==> src/rtl/karatsuba_seq_ctrl.sv <==
// ---------------------------------------------------------------------------
// karatsuba_seq_ctrl
// Sequential 8x8 unsigned Karatsuba multiplier built around a single shared
// 5x5 multiplier. The three partial products A = X1*Y1, C = X0*Y0 and
// S = (X1+X0)*(Y1+Y0) are computed on consecutive cycles. The middle factor
// B = S - A - C and the product P = (A<<8) + (B<<4) + C are then formed in a
// final combine cycle.
//
// Ports
//   clk    in   1   clock, rising edge
//   rst_n  in   1   asynchronous active-low reset
//   start  in   1   request, sampled only while idle
//   X      in   8   multiplicand (X1 = X[7:4], X0 = X[3:0])
//   Y      in   8   multiplier   (Y1 = Y[7:4], Y0 = Y[3:0])
//   busy   out  1   high from start acceptance until done is raised
//   done   out  1   one-cycle pulse, B/P valid from here on
//   B      out  10  middle factor X1*Y0 + X0*Y1
//   P      out  16  product X*Y
// ---------------------------------------------------------------------------
module karatsuba_seq_ctrl (
   input  logic        clk,
   input  logic        rst_n,
   input  logic        start,
   input  logic [7:0]  X,
   input  logic [7:0]  Y,
   output logic        busy,
   output logic        done,
   output logic [9:0]  B,
   output logic [15:0] P
);

   localparam int unsigned OP_W   = 8;   // operand width
   localparam int unsigned HALF_W = 4;   // operand half width
   localparam int unsigned FAC_W  = 5;   // multiplier input width (half + carry)
   localparam int unsigned MUL_W  = 10;  // multiplier output width
   localparam int unsigned AC_W   = 8;   // A and C partial product width
   localparam int unsigned B_W    = 10;  // middle factor width
   localparam int unsigned P_W    = 16;  // product width

   typedef enum logic [2:0] {
      ST_IDLE,
      ST_MUL_A,
      ST_MUL_C,
      ST_MUL_S,
      ST_COMBINE
   } state_t;

   state_t state, state_next;

   logic [OP_W-1:0]  x_q, y_q;
   logic [AC_W-1:0]  a_q, c_q;
   logic [MUL_W-1:0] s_q;

   logic load_op, load_a, load_c, load_s, load_res;
   logic busy_next, done_next;

   logic [FAC_W-1:0] mul_in_a, mul_in_b;
   logic [MUL_W-1:0] mul_out;
   logic [FAC_W-1:0] x_sum, y_sum;
   logic [B_W-1:0]   b_val;
   logic [P_W-1:0]   p_val;

   // Half sums carry into the fifth bit (max 15+15 = 30)
   assign x_sum = FAC_W'(x_q[OP_W-1:HALF_W]) + FAC_W'(x_q[HALF_W-1:0]);
   assign y_sum = FAC_W'(y_q[OP_W-1:HALF_W]) + FAC_W'(y_q[HALF_W-1:0]);

   // Shared multiplier operand mux, selected by state
   always_comb begin
      mul_in_a = '0;
      mul_in_b = '0;
      unique case (state)
         ST_MUL_A: begin
            mul_in_a = FAC_W'(x_q[OP_W-1:HALF_W]);
            mul_in_b = FAC_W'(y_q[OP_W-1:HALF_W]);
         end
         ST_MUL_C: begin
            mul_in_a = FAC_W'(x_q[HALF_W-1:0]);
            mul_in_b = FAC_W'(y_q[HALF_W-1:0]);
         end
         ST_MUL_S: begin
            mul_in_a = x_sum;
            mul_in_b = y_sum;
         end
         default: ;
      endcase
   end

   assign mul_out = MUL_W'(mul_in_a) * MUL_W'(mul_in_b);

   // S >= A + C always holds, so the subtraction cannot wrap
   assign b_val = s_q - B_W'(a_q) - B_W'(c_q);
   assign p_val = (P_W'(a_q) << 8) + (P_W'(b_val) << 4) + P_W'(c_q);

   // State register
   always_ff @(posedge clk or negedge rst_n) begin
      if (!rst_n) state <= ST_IDLE;
      else        state <= state_next;
   end

   // Next-state, datapath enables and next output values
   always_comb begin
      state_next = state;
      load_op    = 1'b0;
      load_a     = 1'b0;
      load_c     = 1'b0;
      load_s     = 1'b0;
      load_res   = 1'b0;
      busy_next  = 1'b0;
      done_next  = 1'b0;
      unique case (state)
         ST_IDLE: begin
            if (start) begin
               load_op    = 1'b1;
               busy_next  = 1'b1;
               state_next = ST_MUL_A;
            end
         end
         ST_MUL_A: begin
            load_a     = 1'b1;
            busy_next  = 1'b1;
            state_next = ST_MUL_C;
         end
         ST_MUL_C: begin
            load_c     = 1'b1;
            busy_next  = 1'b1;
            state_next = ST_MUL_S;
         end
         ST_MUL_S: begin
            load_s     = 1'b1;
            busy_next  = 1'b1;
            state_next = ST_COMBINE;
         end
         ST_COMBINE: begin
            load_res   = 1'b1;
            done_next  = 1'b1;
            state_next = ST_IDLE;
         end
         default: state_next = ST_IDLE;
      endcase
   end

   // Operand and partial product registers
   always_ff @(posedge clk or negedge rst_n) begin
      if (!rst_n) begin
         x_q <= '0;
         y_q <= '0;
         a_q <= '0;
         c_q <= '0;
         s_q <= '0;
      end else begin
         if (load_op) begin
            x_q <= X;
            y_q <= Y;
         end
         if (load_a) a_q <= mul_out[AC_W-1:0];
         if (load_c) c_q <= mul_out[AC_W-1:0];
         if (load_s) s_q <= mul_out;
      end
   end

   // Registered outputs; B and P hold until the next combine
   always_ff @(posedge clk or negedge rst_n) begin
      if (!rst_n) begin
         busy <= 1'b0;
         done <= 1'b0;
         B    <= '0;
         P    <= '0;
      end else begin
         busy <= busy_next;
         done <= done_next;
         if (load_res) begin
            B <= b_val;
            P <= p_val;
         end
      end
   end

endmodule

==> config.mk <==
export PLATFORM = sky130hd
export DESIGN_NAME = karatsuba_seq_ctrl
export DESIGN_NICKNAME = d
export VERILOG_FILES = /design/src/rtl/karatsuba_seq_ctrl.sv
export SDC_FILE = /design/constraint.sdc
export NUM_CORES = 1
export LEC_CHECK = 0
export CORE_MARGIN = 2
export CORE_UTILIZATION = 44
export DETAILED_ROUTE_END_ITERATION = 8
export SETUP_SLACK_MARGIN = 0.15
export SLEW_MARGIN = 0
export SYNTH_ARGS = -nofsm -noshare
export SYNTH_HDL_FRONTEND = slang
export SYNTH_SLANG_ARGS = --single-unit
==> constraint.sdc <==
create_clock -name clk -period 11.7 [get_ports clk]
set_input_delay 2.34 -clock clk [delete_from_list [all_inputs] [get_ports clk]]
set_output_delay 2.34 -clock clk [all_outputs]
set_load 0.01 [all_outputs]
==> reports/summary.md <==
Clock tree
• Num Clock Sinks: 73
• total clock buffers created by CTS: 9
• CTS Buffer Depth: 2
• TritonCTS clock tree: yes
• post-cts repair resize count: 0
• Hold Buf Count CTS: 0
• later-pin clock latency in the skew report: 350 ps
• count of buffers added by post-CTS timing repair for setup: 0
• Root Buffer: clkbuf_8
• clock transition at the registers of the reported paths: 80 ps
• H-tree level count: 3

Final layout
• Net count, final: 603
• n_diodes: 0
• total non-filler cell area in the finished layout: 5550 um2
• multi-input logic area: 2770 um2
• Final Instance Count excl. Fillers: 662
• total area of sequential cells: 1830 um2
• leading cell type in the layout, fill and taps excluded: dfrtp_1
• Area growth syn-to-layout: 15.4%
• fill count: 1,035
• layout cell share with drive strength beyond 1: 13.0%
• final core area utilization: 51.6%
• leading cell types in the layout, fill and taps excluded: 73 x dfrtp_1, 67 x nand2_1, 47 x ha_1

STA
• Final setup violation count: 0
• number of hold-slack violations in the final timing report: 0
• number of pins exceeding their max-slew limit in the final report: 0
• Setup TNS: 0 ps
• Worst Clk Skew: 14.4 ps
• fraction of the cycle the final worst path needs: 43.7%
• RSZ-0062 raised after global routing: false
• slew at the pin closest to its max-slew limit: 963 ps
• Achievable Freq: 196 MHz
• shortest period the worst path allows: 5110 ps
• worst slew margin relative to its limit: 35.5%

Global route
• GRT met3 Usage: 3.07%
• combined global-route utilization of all metal layers: 17.8%
• number of global-route vias before repair: 3,371
• overflow left after global routing: 0
• global-route track usage on met2: 29.8%
• largest net degree at the start of global routing: 74
• wire length of the first global-routing pass: 16,300 um
• Top Usage Layer GRT: met2
• antenna violations before repair: 0
• met1 Use GR: 23.4%

Floorplan
• IO Count: 47
• die height: 108 um
• CORE AREA: 10,700 um2
• placement row count: 38
• Starting Density: 44.7%
• Die Outline Area: 11,800 um2
• horizontal die dimension: 108 um

Worst hold path
• number of instances on the worst hold path: 2
• min-delay src: P[5]$_DFFE_PN0P_
• sink of the worst hold path: P[5]$_DFFE_PN0P_
• path category of the worst min-delay check: reg2reg

Yosys
• cells taking the most area after synthesis: dfrtp_1 38%, ha_1 12%, fa_1 8.3%, mux2_2 7.0%, nand2_1 5.2%
• synthesized area per cell: 10.1 um2
• Yosys warnings: 0
• most instantiated flip-flop cell in the synthesis netlist: dfrtp_1
• number of register bits inferred by synthesis: 73
• synthesized net count: 561
• Post-Syn Instances: 475
• netlist area before placement: 4800 um2
• Netlist cell types: 43
• Async S/R FF share, synth: 100%
• cell accounting for the most synthesized area: dfrtp_1
• number of synthesized flops with an enable pin: 0
• Synth top area share: 38.0%
• part of the Yosys area used for sequential elements: 38.0%

Place
• cell total after placement: 646
• GPL Wtd Cong: 0.820
• Port Buffers: 46
• post-detailed-placement cell area: 5350 um2
• HPWL Detailed: 7090 um

Worst setup path
• setup slack, reg-to-reg: 6590 ps
• category of the critical setup timing path: reg2reg
• data arrival at the endpoint of the critical path: 5370 ps
• peak fanout along the critical path: 16
• R2R Path Start: state[0]$_DFFE_PN0P_
• number of cells on the worst reg-to-reg path: 15
• worst r2r dst: s_q[8]$_DFFE_PN0N_
• CP required: 11,960 ps
• endpoint type of the worst setup path: flip-flop
• CP startpoint kind: flip-flop

Outcome
• status: completed

Detailed routing
• Avg Vias per Cell: 5.08
• drt initial violations: 119
• average wire length per cell after detail routing: 13.9 um
• antenna-violating nets left: 0
• number of iterations in the first detailed-routing pass: 4
• post-detailed-routing wire length: 9170 um
• # DRC: 0
• via total after detailed routing: 3,365

Run
• Max-Cap Viols: 0

==> state kept, by name (all words and copies together), names as in the netlist <==
register,cells
done,1
P,16
c_q,8
s_q,10
x_q,8
a_q,8
state,3
B,10
y_q,8
busy,1
==> metal layers <==
metal / routed length [um] / vias up
met5: 0 / -
met4: 106 / 0
met3: 301 / 11
met2: 4450 / 57
met1: 4310 / 1601
li1: - / 1696
==> cell type report <==
type,count,area share (%)
clock inverters,4,0.474
clock buffers,12,2.98
well taps,140,3.16
inverters,33,2.23
multi-input cells,354,50.0
repair buffers,46,8.26
flip-flops and latches,73,32.9
==> cells in the mapped netlist (2+ instances only) <==
master	n
buf_2	4
nand2b_1	4
o21ai_0	37
clkbuf_1	6
a21o_1	9
mux2_2	30
xnor2_1	14
nor2_1	30
o31ai_1	2
buf_1	2
or2_2	10
fa_1	20
o21a_1	2
ha_1	47
buf_6	3
nand4_1	2
xor2_1	13
nand3_1	5
dfrtp_1	73
nor3_1	3
or2_1	2
a31oi_1	3
nand2_1	67
a22oi_1	8
inv_1	32
a21oi_1	17
o21ai_1	7
nand2_2	2
a211oi_1	4
nor2b_1	4
==> logic make-up (layout without fill, tap and decap cells) <==
group | after synthesis | after routing | share of synthesized area [%]
buffers and inverters | 48 | 95 | 4.32
adder cells (fa/ha/maj) | 67 | 67 | 20.6
AO/OA/AOI/OAI | 98 | 98 | 12.7
XOR/XNOR | 27 | 27 | 4.92
flip-flops | 73 | 73 | 38.0
AND/OR/NAND/NOR | 131 | 131 | 12.2
multiplexers | 31 | 31 | 7.34
==> worst max path at each step <==
| stage | start | slack [ps] | cells after the start | endpoint |
|---|---|---|---|---|
| final | state[0]$_DFFE_PN0P_ | 6590 | 15 | s_q[8]$_DFFE_PN0N_ |
| after CTS | state[0]$_DFFE_PN0P_ | 6600 | 15 | s_q[8]$_DFFE_PN0N_ |
| after global routing | state[0]$_DFFE_PN0P_ | 6280 | 14 | a_q[7]$_DFFE_PN0N_ |
| after detailed placement | state[0]$_DFFE_PN0P_ | 6620 | 15 | s_q[8]$_DFFE_PN0N_ |
| after floorplan | x_q[0]$_DFFE_PN0P_ | 6960 | 17 | s_q[8]$_DFFE_PN0N_ |
| after global placement | state[0]$_DFFE_PN0P_ | 6750 | 15 | s_q[8]$_DFFE_PN0N_ |
==> worst max-delay path: stages (launching register included) <==
cell	delay [ps]
dfrtp_1	690
nor2b_1	580
a22oi_1	200
or2_2	340
or2_2	300
fa_1	520
fa_1	520
fa_1	550
inv_1	40
ha_1	340
nor2b_1	150
o21ai_1	140
a21boi_0	100
o21a_1	180
o21a_1	160
o31ai_1	200
==> through the flow <==
stage,worst slack [ps],hold slack (ps)
2_1_floorplan,6960,450
3_3_place_gp,6750,457
3_5_place_dp,6620,463
4_1_cts,6600,483
5_1_grt,6280,498
6_report,6590,476
Power is left out: the tool's default activity adds up to more than one toggle a clock period on the data nets, which glitch-free logic cannot reach.
